[src/rtl/uart_rx.sv]
// UART receiver: 2-flop synced line, mid-bit sampling, LSB-first frames into a one-word holding register.
// Word appears CLKS_PER_BIT/2+(DATA_W+1)*CLKS_PER_BIT+1 clocks after start detect; no backpressure, a full register drops the word (out_ovr).
module uart_rx #(
  parameter int DATA_W       = 8,
  parameter int CLKS_PER_BIT = 244
) (
  input  logic              in_clk,
  input  logic              in_rst_n,
  input  logic              in_rx,
  input  logic              in_ack,
  output logic [DATA_W-1:0] out_data,
  output logic              out_valid,
  output logic              out_urx_bs,
  output logic              out_frm_err,
  output logic              out_ovr
);

  localparam int TW = $clog2(CLKS_PER_BIT);
  localparam int BW = $clog2(DATA_W + 1);

  localparam logic [TW-1:0] HALF_T   = TW'(CLKS_PER_BIT / 2 - 1);
  localparam logic [TW-1:0] FULL_T   = TW'(CLKS_PER_BIT - 1);
  localparam logic [BW-1:0] LAST_BIT = BW'(DATA_W - 1);

  localparam logic [2:0] S_IDLE  = 3'd0;
  localparam logic [2:0] S_START = 3'd1;
  localparam logic [2:0] S_DATA  = 3'd2;
  localparam logic [2:0] S_STOP  = 3'd3;
  localparam logic [2:0] S_BREAK = 3'd4;

  logic              r_sync1;
  logic              r_rx_s;
  logic [2:0]        r_state;
  logic [TW-1:0]     r_timer;
  logic [BW-1:0]     r_bit_cnt;
  logic [DATA_W-1:0] r_shift;
  logic              r_done;
  logic              r_frm_err;
  logic [DATA_W-1:0] r_data;
  logic              r_valid;
  logic              r_ovr;

  logic w_half;
  logic w_full;

  assign w_half = (r_timer == HALF_T);
  assign w_full = (r_timer == FULL_T);

  always_ff @(posedge in_clk or negedge in_rst_n) begin
    if (!in_rst_n) begin
      r_sync1   <= 1'b1;
      r_rx_s    <= 1'b1;
      r_state   <= S_IDLE;
      r_timer   <= '0;
      r_bit_cnt <= '0;
      r_shift   <= '0;
      r_done    <= 1'b0;
      r_frm_err <= 1'b0;
    end else begin
      r_sync1   <= in_rx;
      r_rx_s    <= r_sync1;
      r_done    <= 1'b0;
      r_frm_err <= 1'b0;
      // BREAK can last arbitrarily long, so its timer is parked at zero instead of counting.
      if (r_state == S_IDLE || r_state == S_BREAK) begin
        r_timer <= '0;
      end else begin
        r_timer <= r_timer + TW'(1);
      end
      case (r_state)
        S_IDLE: begin
          if (!r_rx_s) begin
            r_state <= S_START;
            r_timer <= '0;
          end
        end
        S_START: begin
          if (w_half) begin
            r_timer <= '0;
            if (!r_rx_s) begin
              r_state   <= S_DATA;
              r_bit_cnt <= '0;
            end else begin
              r_state <= S_IDLE;
            end
          end
        end
        S_DATA: begin
          if (w_full) begin
            r_timer <= '0;
            r_shift <= {r_rx_s, r_shift[DATA_W-1:1]};
            if (r_bit_cnt == LAST_BIT) begin
              r_state <= S_STOP;
            end else begin
              r_bit_cnt <= r_bit_cnt + BW'(1);
            end
          end
        end
        S_STOP: begin
          // Leaving mid-stop-bit lets a back-to-back start edge be caught.
          if (w_full) begin
            r_timer <= '0;
            if (r_rx_s) begin
              r_state <= S_IDLE;
              r_done  <= 1'b1;
            end else begin
              r_state   <= S_BREAK;
              r_frm_err <= 1'b1;
            end
          end
        end
        S_BREAK: begin
          if (r_rx_s) begin
            r_state <= S_IDLE;
          end
        end
        default: begin
          r_state <= S_IDLE;
          r_timer <= '0;
        end
      endcase
    end
  end

  always_ff @(posedge in_clk or negedge in_rst_n) begin
    if (!in_rst_n) begin
      r_data  <= '0;
      r_valid <= 1'b0;
      r_ovr   <= 1'b0;
    end else begin
      r_ovr <= 1'b0;
      if (r_done) begin
        // An ack in the completion cycle frees the register just in time for the new word.
        if (!r_valid || in_ack) begin
          r_data  <= r_shift;
          r_valid <= 1'b1;
        end else begin
          r_ovr <= 1'b1;
        end
      end else if (in_ack) begin
        r_valid <= 1'b0;
      end
    end
  end

  assign out_data    = r_data;
  assign out_valid   = r_valid;
  assign out_urx_bs  = (r_state != S_IDLE);
  assign out_frm_err = r_frm_err;
  assign out_ovr     = r_ovr;

endmodule

[config.mk]
export PLATFORM = sky130hd
export DESIGN_NAME = uart_rx
export DESIGN_NICKNAME = d
export VERILOG_FILES = /design/src/rtl/uart_rx.sv
export SDC_FILE = /design/constraint.sdc
export NUM_CORES = 1
export LEC_CHECK = 0
export ABC_AREA = 1
export CAP_MARGIN = 25
export CORE_MARGIN = 3
export CORE_UTILIZATION = 25
export CTS_BUF_LIST = sky130_fd_sc_hd__clkbuf_8
export CTS_CLUSTER_DIAMETER = 80
export CTS_CLUSTER_SIZE = 8
export DETAILED_ROUTE_END_ITERATION = 8
export PLACE_DENSITY_LB_ADDON = 0.08
export SETUP_SLACK_MARGIN = 0.3
export SLEW_MARGIN = 5
export SYNTH_ARGS = -nofsm -noshare
export SYNTH_HDL_FRONTEND = slang
export SYNTH_SLANG_ARGS = --single-unit
[constraint.sdc]
create_clock -name in_clk -period 1.3 [get_ports in_clk]
set_input_delay 0.195 -clock in_clk [delete_from_list [all_inputs] [get_ports in_clk]]
set_output_delay 0.195 -clock in_clk [all_outputs]
set_load 0.01 [all_outputs]
==> summary.log <==
INFO  hold_path      min_from=in_rx
INFO  timing         final_min_period_over_clock_period=108%
INFO  hold_path      hold_path_class=in -> reg
INFO  timing         rsz_0062_raised_after_global_routing=true
INFO  power_and_ir_drop fin_total_pwr=2180uW
INFO  clocking       htree_num_levels=2
INFO  route          vias=1356
INFO  setup_path     worst_setup_path_startpoint=r_bit_cnt[1]$_DFFE_PN0P_
INFO  setup_path     worst-endpoint-required=1480ps
INFO  floorplan      initial_core_utilization=26.3%
INFO  route          routedWlPerCell=11.0um
INFO  grt            maximum_number_of_pins_on_one_net_before_global_route_repair=25
INFO  place          post-place-cells=300
INFO  final_layout   insertedDiodeCount=0
INFO  setup_path     worstPathMaxFanout=4
INFO  final_layout   multi_input_comb_area=846um2
INFO  clocking       clk_pin_slew_worst_paths=80ps
INFO  grt            antenna_violations_before_repair=0
INFO  floorplan      floorplan.io_pins=16
INFO  final_layout   layout.area.seq=928um2
INFO  timing         period_minus_slack=1400ps
INFO  timing         hold_slack=314ps
INFO  synthesis      synth_area_per_cell=9.08um2
INFO  clocking       cts_tree=built
INFO  floorplan      die_x=88.4um
INFO  floorplan      core-area=0.00646mm2
INFO  clocking       cts_inserted_buffers=5
INFO  synthesis      synth-warning-count=0
INFO  final_layout   ratio_of_cells_with_drive_above_1_in_the_final_layout=46.6%
INFO  clocking       insertion_delay=280ps
INFO  timing         report.final.slew_viol_count=0
INFO  route          drt-total-wl=3.57mm
INFO  timing         max_slew_margin=75.5%
INFO  grt            overflow=0
INFO  timing         finalSetupViolCount=20
INFO  timing         fin_ws=-101ps
INFO  run_status     status=finished with violations
INFO  route          dr.first_iter.drc_count=54
INFO  floorplan      die_area=0.00782mm2
INFO  setup_path     endpoint_kind=register
INFO  place          numPortBuffers=15
INFO  final_layout   fillers=671
INFO  setup_path     timing.critical_path.from_type=register
INFO  power_and_ir_drop p_leak=0.00124uW
INFO  final_layout   final_util=38.8%
INFO  flow_run       cap_viol_max_count=0
INFO  final_layout   stdcell_count=324
INFO  floorplan      die_y=88.4um
INFO  power_and_ir_drop vdd_drop_max=0.552mV
INFO  route          drc_errors=0
INFO  final_layout   layout.nets=254
INFO  synthesis      synth_seq_cells=37
INFO  synthesis      syn-cell-area=0.00170mm2
INFO  timing         clock_skew=6.21ps
INFO  timing         maxClockFrequency=0.714GHz
INFO  place          gp_congestion=0.741
INFO  setup_path     crit_type=reg -> reg
INFO  setup_path     reg2reg_from=r_bit_cnt[1]$_DFFE_PN0P_
INFO  grt            grt_first_pass_wirelength=5.96mm
INFO  timing         report.final.hold_viol_count=0
INFO  clocking       cts.root.buffer_cell=sky130_fd_sc_hd__clkbuf_8
INFO  synthesis      synth.net_count=194
INFO  run_status     failing_checks=negative setup slack
INFO  synthesis      synthDistinctLibCells=24
INFO  grt            first_global_vias=1375
INFO  route          postRouteAntennaNets=0
INFO  timing         worst-slew-pin-transition=367ps
INFO  route          via_per_inst=4.19
INFO  clocking       ctsLongestPathBuffers=2
INFO  final_layout   area_growth=47.5%
INFO  power_and_ir_drop power_density=872mW/mm2
INFO  synthesis      proportion_of_synthesized_chip_area_in_sequential_cells=54.7%
INFO  synthesis      syn-instance-count=187
INFO  route          firstDrtPassIters=4
INFO  grt            grt.total_usage=9.91%
INFO  setup_path     crit_arrival=1580ps
INFO  place          dpl.hpwl=2.43mm
INFO  clocking       cts_num_sinks=37
INFO  floorplan      placement_rows=29
[per-stage QoR]
stage                     TNS (ps)  setup slack [ps]  instance area [um2]
after detailed placement     -1590              -160                 2170
after floorplan              -27.0             -13.8                 1760
after global routing         -3290              -229                 2500
final                         -798              -101                 2500
after global placement        -634             -81.7                 2170
after CTS                    -1350              -139                 2340
[where the power goes]
part / total [uW] / internal (uW) / switching (uW) / leakage [uW]
registers: 1160 / 1160 / 1.49 / 0.000495
logic: 55.7 / 21.4 / 34.3 / 0.000687
clock network: 971 / 558 / 413 / 0.0000540
total: 2180 / 1730 / 449 / 0.00124
[registers in the layout (all words and copies together) (netlist names)]
signal,count
r_bit_cnt,4
r_state,3
out_frm_err,1
r_sync1,1
out_data,8
r_rx_s,1
r_done,1
out_ovr,1
r_shift,8
r_timer,8
out_valid,1
[cell usage in the layout, fill, tap and decap left out, types with 5 or more instances in the layout]
master                     instances
sky130_fd_sc_hd__clkbuf_8          5
sky130_fd_sc_hd__buf_2            12
sky130_fd_sc_hd__nor2_1           17
sky130_fd_sc_hd__nand2_1          34
sky130_fd_sc_hd__o21ai_2          12
sky130_fd_sc_hd__nand2_4           8
sky130_fd_sc_hd__dfrtp_1          35
sky130_fd_sc_hd__nand3_1           9
sky130_fd_sc_hd__inv_1            20
sky130_fd_sc_hd__nand2_2          11
sky130_fd_sc_hd__buf_4            32
sky130_fd_sc_hd__o21ai_1           8
[metal layers]
layer  vias up  wire (um)  global-route usage, %  share of wire [%]
met5         -          0                      0                  0
met2        18       1700                   16.6                 47
met4         0         40                   3.71                1.1
met3         4        122                   2.79                3.4
met1       633       1710                   12.1                 48
li1        701          -                      -                  -
[final timing paths]
check,to,slack [ps],depth (start not counted)
min,r_sync1$_DFF_PN1_,310,1
min reg2reg,r_rx_s$_DFF_PN1_,360,0
min in group asynchronous,r_timer[6]$_DFF_PN0_,360,2
max,r_state[1]$_DFFE_PN0P_,-100,9
max reg2reg,r_state[1]$_DFFE_PN0P_,-100,9
max in group asynchronous,r_shift[2]$_DFFE_PN0P_,490,3
[final cells by class]
cell class              count  share of cell area, %
well taps                  77                   3.85
inverters                  24                   3.60
flip-flops and latches     37                   37.1
clock buffers               5                   2.75
multi-input cells         125                   33.8
clock inverters             2                   1.40
repair buffers             54                   17.6
[cell usage after synthesis]
cell type | instances | share of area, %
sky130_fd_sc_hd__nand2_4 | 1 | 0.66
sky130_fd_sc_hd__nor3b_2 | 1 | 0.74
sky130_fd_sc_hd__nor2_8 | 1 | 1.2
sky130_fd_sc_hd__o21ai_1 | 4 | 1.2
sky130_fd_sc_hd__nor2_4 | 1 | 0.66
sky130_fd_sc_hd__inv_2 | 3 | 0.66
sky130_fd_sc_hd__nor3_1 | 2 | 0.59
sky130_fd_sc_hd__mux2_2 | 1 | 0.66
sky130_fd_sc_hd__buf_6 | 1 | 0.66
sky130_fd_sc_hd__clkbuf_1 | 1 | 0.22
sky130_fd_sc_hd__nand3_1 | 12 | 3.5
sky130_fd_sc_hd__o21ai_0 | 8 | 2.4
sky130_fd_sc_hd__dfstp_2 | 2 | 3.1
sky130_fd_sc_hd__nor2_1 | 19 | 4.2
sky130_fd_sc_hd__nand2_2 | 6 | 2.2
sky130_fd_sc_hd__dfrtp_1 | 35 | 52
sky130_fd_sc_hd__nor2_2 | 3 | 1.1
sky130_fd_sc_hd__xnor2_1 | 2 | 1.0
sky130_fd_sc_hd__xor2_1 | 3 | 1.5
sky130_fd_sc_hd__inv_1 | 21 | 4.6
sky130_fd_sc_hd__nand2_1 | 47 | 10
sky130_fd_sc_hd__or2_2 | 2 | 0.74
sky130_fd_sc_hd__o21ai_2 | 8 | 4.1
sky130_fd_sc_hd__ha_1 | 3 | 2.2
[critical path, cell delays in order (launching register included)]
cell	delay (ps)
sky130_fd_sc_hd__dfrtp_1	370
sky130_fd_sc_hd__ha_2	200
sky130_fd_sc_hd__nand2_2	80
sky130_fd_sc_hd__nor2_4	130
sky130_fd_sc_hd__nor2_2	60
sky130_fd_sc_hd__nor3b_2	150
sky130_fd_sc_hd__buf_4	150
sky130_fd_sc_hd__nand2_2	60
sky130_fd_sc_hd__nand2_1	50
sky130_fd_sc_hd__nand2_1	50
[kinds of logic after synthesis]
family                     share of synthesized area, %
AOI/OAI and AO/OA                                  7.66
xor gates and xnor gates                           2.58
adders and majority gates                          2.21
buffers and inverters                              6.19
DFF                                                54.7
muxes                                             0.663
and+or+nand+nor                                    26.0
[timing repair]
action,in CTS,in global routing
pin swaps,10,6
setup endpoints to repair,37,45
cloned,1,1
gates resized for setup,65,25
hold buffers,1,0
buffers inserted,7,7
endpoints found under the hold margin,11,0
Note: power is estimated with default switching activity, not from simulation.
